$ cat src/rtl/butterfly_input_loader.sv
// butterfly_input_loader: ping-pong input buffer in front of the multi-butterfly.
// Collects 2*b serial complex samples per frame into one of two banks and
// presents a full bank as b parallel operand pairs (a = x[i], b = x[i+b]).
// Optional build macro: BUTTERFLY_LOADER_BITREV_EN stores each frame in
// bit-reversed order (write address = bit-reverse of the sample index).

// Per-lane output select: picks word i and word i+b from the read bank.
module butterfly_input_loader_lane #(
  parameter int n = 32
) (
  input  logic                  sel,
  input  logic [1:0][2*n-1:0]   a_word,
  input  logic [1:0][2*n-1:0]   b_word,
  output logic [n-1:0]          ar,
  output logic [n-1:0]          ac,
  output logic [n-1:0]          br,
  output logic [n-1:0]          bc
);
  assign {ar, ac} = a_word[sel];
  assign {br, bc} = b_word[sel];
endmodule

module butterfly_input_loader #(
  parameter int n = 32,
  parameter int b = 4
) (
  input  logic                 clk,
  input  logic                 reset,
  input  logic                 recv_val,
  output logic                 recv_rdy,
  input  logic [n-1:0]         recv_r,
  input  logic [n-1:0]         recv_c,
  output logic                 send_val,
  input  logic                 send_rdy,
  output logic [b-1:0][n-1:0]  ar,
  output logic [b-1:0][n-1:0]  ac,
  output logic [b-1:0][n-1:0]  br,
  output logic [b-1:0][n-1:0]  bc
);
  localparam int FL = 2 * b;
  localparam int IW = ($clog2(FL) < 1) ? 1 : $clog2(FL);
  localparam logic [IW-1:0] LAST = IW'(FL - 1);

  typedef struct packed {
    logic [n-1:0] re;
    logic [n-1:0] im;
  } cplx_t;

  cplx_t [1:0][FL-1:0] mem_q, mem_d;
  logic                wr_bank_q, wr_bank_d;
  logic                rd_bank_q, rd_bank_d;
  logic [IW-1:0]       wr_idx_q, wr_idx_d;
  logic [1:0]          full_q, full_d;
  logic                recv_fire, send_fire;

  // Storage address for the current sample index.
  function automatic logic [IW-1:0] wr_addr(input logic [IW-1:0] idx);
`ifdef BUTTERFLY_LOADER_BITREV_EN
    logic [IW-1:0] r;
    for (int k = 0; k < IW; k++) r[k] = idx[IW-1-k];
    return r;
`else
    return idx;
`endif
  endfunction

  // Handshakes depend only on registered bank state.
  assign recv_rdy  = !full_q[wr_bank_q];
  assign send_val  = full_q[rd_bank_q];
  assign recv_fire = recv_val && recv_rdy;
  assign send_fire = send_val && send_rdy;

  // Next-state: write path fills wr_bank, send path drains rd_bank; the two
  // always touch different banks, so both may act in the same cycle.
  always_comb begin
    mem_d     = mem_q;
    wr_bank_d = wr_bank_q;
    rd_bank_d = rd_bank_q;
    wr_idx_d  = wr_idx_q;
    full_d    = full_q;
    if (recv_fire) begin
      mem_d[wr_bank_q][wr_addr(wr_idx_q)] = '{re: recv_r, im: recv_c};
      if (wr_idx_q == LAST) begin
        full_d[wr_bank_q] = 1'b1;
        wr_idx_d          = '0;
        wr_bank_d         = ~wr_bank_q;
      end else begin
        wr_idx_d = wr_idx_q + 1'b1;
      end
    end
    if (send_fire) begin
      full_d[rd_bank_q] = 1'b0;
      rd_bank_d         = ~rd_bank_q;
    end
  end

  // State registers; reset clears storage so outputs come up as zero.
  always_ff @(posedge clk) begin
    if (reset) begin
      mem_q     <= '0;
      wr_bank_q <= 1'b0;
      rd_bank_q <= 1'b0;
      wr_idx_q  <= '0;
      full_q    <= 2'b00;
    end else begin
      mem_q     <= mem_d;
      wr_bank_q <= wr_bank_d;
      rd_bank_q <= rd_bank_d;
      wr_idx_q  <= wr_idx_d;
      full_q    <= full_d;
    end
  end

  for (genvar i = 0; i < b; i++) begin : g_lane
    butterfly_input_loader_lane #(.n(n)) u_lane (
      .sel    (rd_bank_q),
      .a_word ({mem_q[1][i],     mem_q[0][i]}),
      .b_word ({mem_q[1][i + b], mem_q[0][i + b]}),
      .ar     (ar[i]),
      .ac     (ac[i]),
      .br     (br[i]),
      .bc     (bc[i])
    );
  end
endmodule

$ cat config.mk
export PLATFORM = sky130hd
export DESIGN_NAME = butterfly_input_loader
export DESIGN_NICKNAME = d
export VERILOG_FILES = /design/src/rtl/butterfly_input_loader.sv
export SDC_FILE = /design/constraint.sdc
export NUM_CORES = 2
export LEC_CHECK = 0
export CORE_MARGIN = 1
export CORE_UTILIZATION = 40
export CTS_CLUSTER_SIZE = 10
export DETAILED_ROUTE_END_ITERATION = 12
export PLACE_DENSITY = 0.72
export SYNTH_ARGS = -nofsm -noshare
export SYNTH_HDL_FRONTEND = slang
export SYNTH_SLANG_ARGS = --single-unit
$ cat constraint.sdc
create_clock -name clk -period 2.4 [get_ports clk]
set_input_delay 0.36 -clock clk [delete_from_list [all_inputs] [get_ports clk]]
set_output_delay 0.36 -clock clk [all_outputs]
set_load 0.1 [all_outputs]
======== After elaboration in Yosys (flattened, before gate mapping) ========
Cells that the tools add are included.
W data, S select, Z words.
storage, ports and cells
  bits in registers ....................... 1,031
  input bits .............................. 68
  output and inout bits ................... 514
  word-level logic and storage cells ...... 89
operators by class
  add/sub/neg operators ................... 1
  order comparisons ....................... 6
  eq/ne operators ......................... 1
  mux-type cells .......................... 33
  bitwise operators ....................... 5
  reduce and logical (&&, ||, !) cells .... 7
operators with widths
  operator               count
  $mux W64               17
  $bwmux W1024           1
  $demux W512 S1         1
  $mux W512              1
  $demux W64 S3          1
  $mux W1                6
  $mux W2                3
  $logic_and A1 B1 Y1    5
  $lt A1 B2 Y1 const B   2
  $lt A3 B4 Y1 const B   1
  $add A3 B1 Y3 const B  1
  $eq A3 B3 Y1 const B   1
  $ge A3 B1 Y1 const B   1
  $mux W3                1
  $and A2 B2 Y2          1
  $demux W1 S1           2
  $ge A1 B1 Y1 const B   2
  $not A1 Y1             2
  $not A2 Y2             1
  $or A2 B2 Y2           1
  $reduce_and A2 Y1      1
  $logic_not A1 Y1       1

======== Logic depth before layout (Yosys ltp) ========
  word-level depth ........................ 9
  mapped depth ............................ 7
  depth with buffers taken out ............ 5

======== Hierarchy ========
Synthesis repeated with hierarchy kept, for this count alone.
unflattened totals
  cells, all modules ...................... 4,122
  area, all modules ....................... 46,001.6 µm²
by module, submodules not included
  module                       instances  cells an instance  area each (µm²)  sequential area each (µm²)
  butterfly_input_loader       1          3,554              39,525.4         20,639.8
  butterfly_input_loader_lane  4          142                1,619.1          0.0

======== Least setup slack after synthesis ========
No wires, ideal clock.
  kind .................................... reg-to-reg
  start point ............................. register wr_bank_q
  end point ............................... register wr_idx_q[1]
  library setup time ...................... 0.130 ns
  data arrival time ....................... 2.585 ns
  data required time ...................... 2.270 ns
  setup slack ............................. -0.314 ns
  stages on the path, launching flop included .. 5
  buffers on the path ..................... 1
  clock period less this slack ............ 2.714 ns
  cells stage by stage .................... dfxtp_1 > buf_2 > mux2i_1 > and2_1 > o21ai_0
between the ends
  cells in the longest elaborated chain, start to end .. 4
RTL lines
  element                                     line  text
  from (decl)                                 50    logic wr_bank_q, wr_bank_d;
  from (signal assigned)                      107   wr_bank_q <= wr_bank_d;
  $mux W1 (implied by the code) (2 in a row)  68    assign recv_rdy = !full_q[wr_bank_q];
  $logic_not A1 Y1                            68
  via recv_rdy                                30    output logic recv_rdy,
  $logic_and A1 B1 Y1                         70    assign recv_fire = recv_val && recv_rdy;
  to (signal assigned)                        109   wr_idx_q <= wr_idx_d;
  to (decl)                                   52    logic [IW-1:0] wr_idx_q, wr_idx_d;
The timed path passes the listed nets, and every way through them passes these cells. The select of a mux whose other input is x is not followed.
A chain may end at the register's enable or synchronous reset.

==> key figures <==
Run status
  – Status: finished, violations left
  – Failing checks: setup timing

Final layout
  – Commonest non-fill, non-tap cell in the layout: nand2b_1
  – Post-layout util: 0.580
  – Commonest non-fill, non-tap cells in the layout: nand2b_1, dfxtp_1, mux2i_1
  – Final nets: 4719
  – Final instance area: 0.0654 mm²
  – Layout cells sized above 1: 0.304
  – Filler cells: 8871
  – Area growth, synth to finish: 43.6%

Power and ir drop
  – Maximum VDD drop: 0.000606 V
  – NetSw: 0.00925 W
  – Sw Ratio: 0.249
  – Internal power: 0.0279 W
  – Clock share of power: 0.425
  – Sequential Power Share: 0.468
  – Leak pwr: 30.6 nW
  – Power Dens Cells: 568 mW/mm²
  – Comb power frac: 0.107

Floorplanning
  – Row count: 123
  – Starting Density: 0.404
  – Core area: 0.113 mm²
  – DIE HEIGHT: 339 µm
  – I/O Pins: 582
  – Die area: 0.115 mm²
  – Die X: 339 µm

Clock tree
  – Clock slew at reported path FFs: 0.06 ns
  – Worst-skew pair later-pin latency: 0.70 ns
  – CTS tree: done
  – CTS Buffer Depth: 3
  – # hold bufs at CTS: 0
  – CTS Buf Count: 116
  – CTS sink count: 1031
  – Root Buffer: clkbuf_16
  – H-tree levels: 3

Placed design
  – Routability-driven placement congestion ratio: 0.769
  – DP Area: 0.0588 mm²
  – PortBufs: 581
  – DP HPWL: 86100 µm

Critical path
  – Worst path bufs/invs: 4
  – CP cell instances: buf_12, buf_16, clkbuf_16, mux2_2, buf_12
  – Reg2reg start: wr_idx_q[1]$_SDFFE_PP0P_
  – Top delay family on crit path: buffers and inverters
  – Most used cell, CP: buf_12
  – Crit path max fanout: 12
  – R2r setup slk: 0.56 ns
  – WP depth: 5
  – Reg-to-Reg End: mem_q[143]$_SDFFE_PP0P_
  – Critical path endpoint: br[35]
  – Critical Path RT: 2.04 ns
  – Critical path class: reg2out
  – Crit path DAT: 2.24 ns
  – Crit start category: flip-flop
  – Setup crit start: rd_bank_q$_SDFFE_PP0P_
  – R2R depth: 4
  – Slowest CP cell: dfxtp_4
  – CP Capture Type: output port
  – Delay of the slowest cell on the worst path: 0.38 ns

GRT
  – Met1 GRT Util: 0.294
  – Gr ovfl total: 0
  – Initial antenna violation count: 0
  – First-pass GRT wire length: 201000 µm
  – M3 GR Usage: 0.0336
  – Gr usage total: 0.225
  – Most Used Layer, Global Route: met2
  – Vias in the first global route: 32300
  – Met2 track demand over resource: 0.377
  – Largest net degree at the start of global routing: 104

Synth
  – Largest area contributor in the netlist: dfxtp_1
  – Top-area cell type share of the netlist area: 0.453
  – Syn Nets: 4193
  – Register bit total from synthesis: 1031
  – Sequential share of the synthesized area: 0.453
  – Area contributors post-synth: dfxtp_1, mux2i_1, nand2b_1
  – Syn Std Cell Area: 0.0455 mm²
  – Post-synthesis area per instance: 11.0 µm²
  – YS warnings: 0
  – Cells after Synth: 4123
  – Cell variety after synth: 26

Timing
  – PnR worst setup slack: -0.196 ns
  – Crit share post-route: 1.08
  – Skew final: 0.0266 ns
  – Slew @ Worst Pin: 0.788 ns
  – Final min period: 2.60 ns
  – FMAX: 0.385 GHz
  – Fin. Hold Viols: 0
  – Slew HR: 0.473
  – RSZ-0062 raised after global routing: true
  – Setup violators final: 504
  – Hold WS: 0.164 ns
  – Max Slew Vio Count: 0

Drt
  – Post-route ant nets: 0
  – Final WL: 141000 µm
  – DR vias/cell: 5.12
  – Drt pass-1 iters: 5
  – Residual DRC: 0
  – Vias: 31700
  – Wirelength per Cell: 22.8 µm
  – Initial DRC Count: 1838

Hold path
  – Hold Crit Class: in2reg
  – WHS Path Cells: 3

Flow run
  – Max-Cap Viols: 0
-- Yosys cell counts (all sizes together) --
library cell	number
nor2b	2
nand2b	1091
and4b	1
dfxtp	1031
buf	133
mux2	513
clkbuf	283
mux2i	1025
nand2	13
inv	1
a21oi	3
nor4b	1
and2	3
nor2	1
nand3	5
and3	1
nor3	3
or3	1
nand4b	2
nor4bb	2
a31oi	1
ha	2
o21ai	5
-- metal layers --
| metal | vias to the layer above | part of all wire |
|---|---|---|
| li1 | 14800 | - |
| met1 | 15800 | 0.45 |
| met2 | 811 | 0.48 |
| met3 | 217 | 0.044 |
| met4 | 0 | 0.029 |
| met5 | - | 0 |
-- how the worst min path moves through the flow --
stage | start | end | slack, ns
after floorplan | mem_q[31]$_SDFFE_PP0P_ | mem_q[31]$_SDFFE_PP0P_ | 0.45
after global placement | mem_q[120]$_SDFFE_PP0P_ | mem_q[120]$_SDFFE_PP0P_ | 0.45
after detailed placement | mem_q[94]$_SDFFE_PP0P_ | mem_q[94]$_SDFFE_PP0P_ | 0.46
after CTS | reset | mem_q[953]$_SDFFE_PP0P_ | 0.11
after global routing | reset | mem_q[510]$_SDFFE_PP0P_ | 0.16
final | reset | mem_q[953]$_SDFFE_PP0P_ | 0.16
-- worst register-to-register path: cells and delay by family (launching register included) --
| family | cells | cell delay [ns] |
|---|---|---|
| flip-flops | 1 | 0.32 |
| buffers and inverters | 1 | 0.31 |
| multiplexers | 1 | 0.15 |
| AND/OR/NAND/NOR | 2 | 0.92 |
-- cell type report --
type	count	area [µm²]	area share
Multi-Input combinational cell	2675	24800	0.380
Sequential cell	1031	20600	0.316
Timing Repair Buffer	824	14800	0.227
Clock buffer	138	3070	0.0469
Tap cell	1500	1880	0.0287
Clock inverter	8	130	0.00199
Inverter	1	3.75	0.0000574
Antenna cell	1	2.50	0.0000383
-- power by group through the flow --
stage          Sequential (W)  Clock (W)  Combinational [W]
2_1_floorplan          0.0177          0            0.00245
3_3_place_gp           0.0177          0            0.00389
3_5_place_dp           0.0178          0            0.00391
4_1_cts                0.0174     0.0161            0.00393
5_1_grt                0.0174     0.0167            0.00410
6_report               0.0174     0.0158            0.00398
-- per-stage QoR --
stage | total power (W) | setup slack, ns | cells | TNS, ns
finish | 0.0372 | -0.196 | 6178 | -62.14
global route | 0.0383 | -0.244 | 6177 | -88.25
global placement | 0.0216 | 0.106 | 5957 | 0
detailed placement | 0.0217 | 0.0510 | 5957 | 0
floorplan | 0.0202 | 0.295 | 4123 | 0
CTS | 0.0374 | -0.260 | 6115 | -103.90
-- state kept, by name, indices dropped and copies added, names as in the netlist --
signal / count
mem_q: 1024
wr_idx_q: 3
full_q: 2
wr_bank_q: 1
rd_bank_q: 1
-- kinds of logic (layout without fill, tap and decap cells) --
logic type | after synthesis | after routing | synth area share
other cells | 0 | 1 | 0
flops | 1031 | 1031 | 0.453
compound gates | 9 | 9 | 0.00102
buf+inv | 417 | 971 | 0.0381
fa+ha+maj | 2 | 2 | 0.000550
simple gates | 1126 | 1126 | 0.155
mux | 1538 | 1538 | 0.352
-- what timing repair did --
item | in CTS | in global routing
cloned | 9 | 51
setup endpoints to repair | 497 | 513
gates resized for setup | 90 | 396
buffers inserted | 3 | 11
No activity file was read; power rests on OpenSTA's default activity.
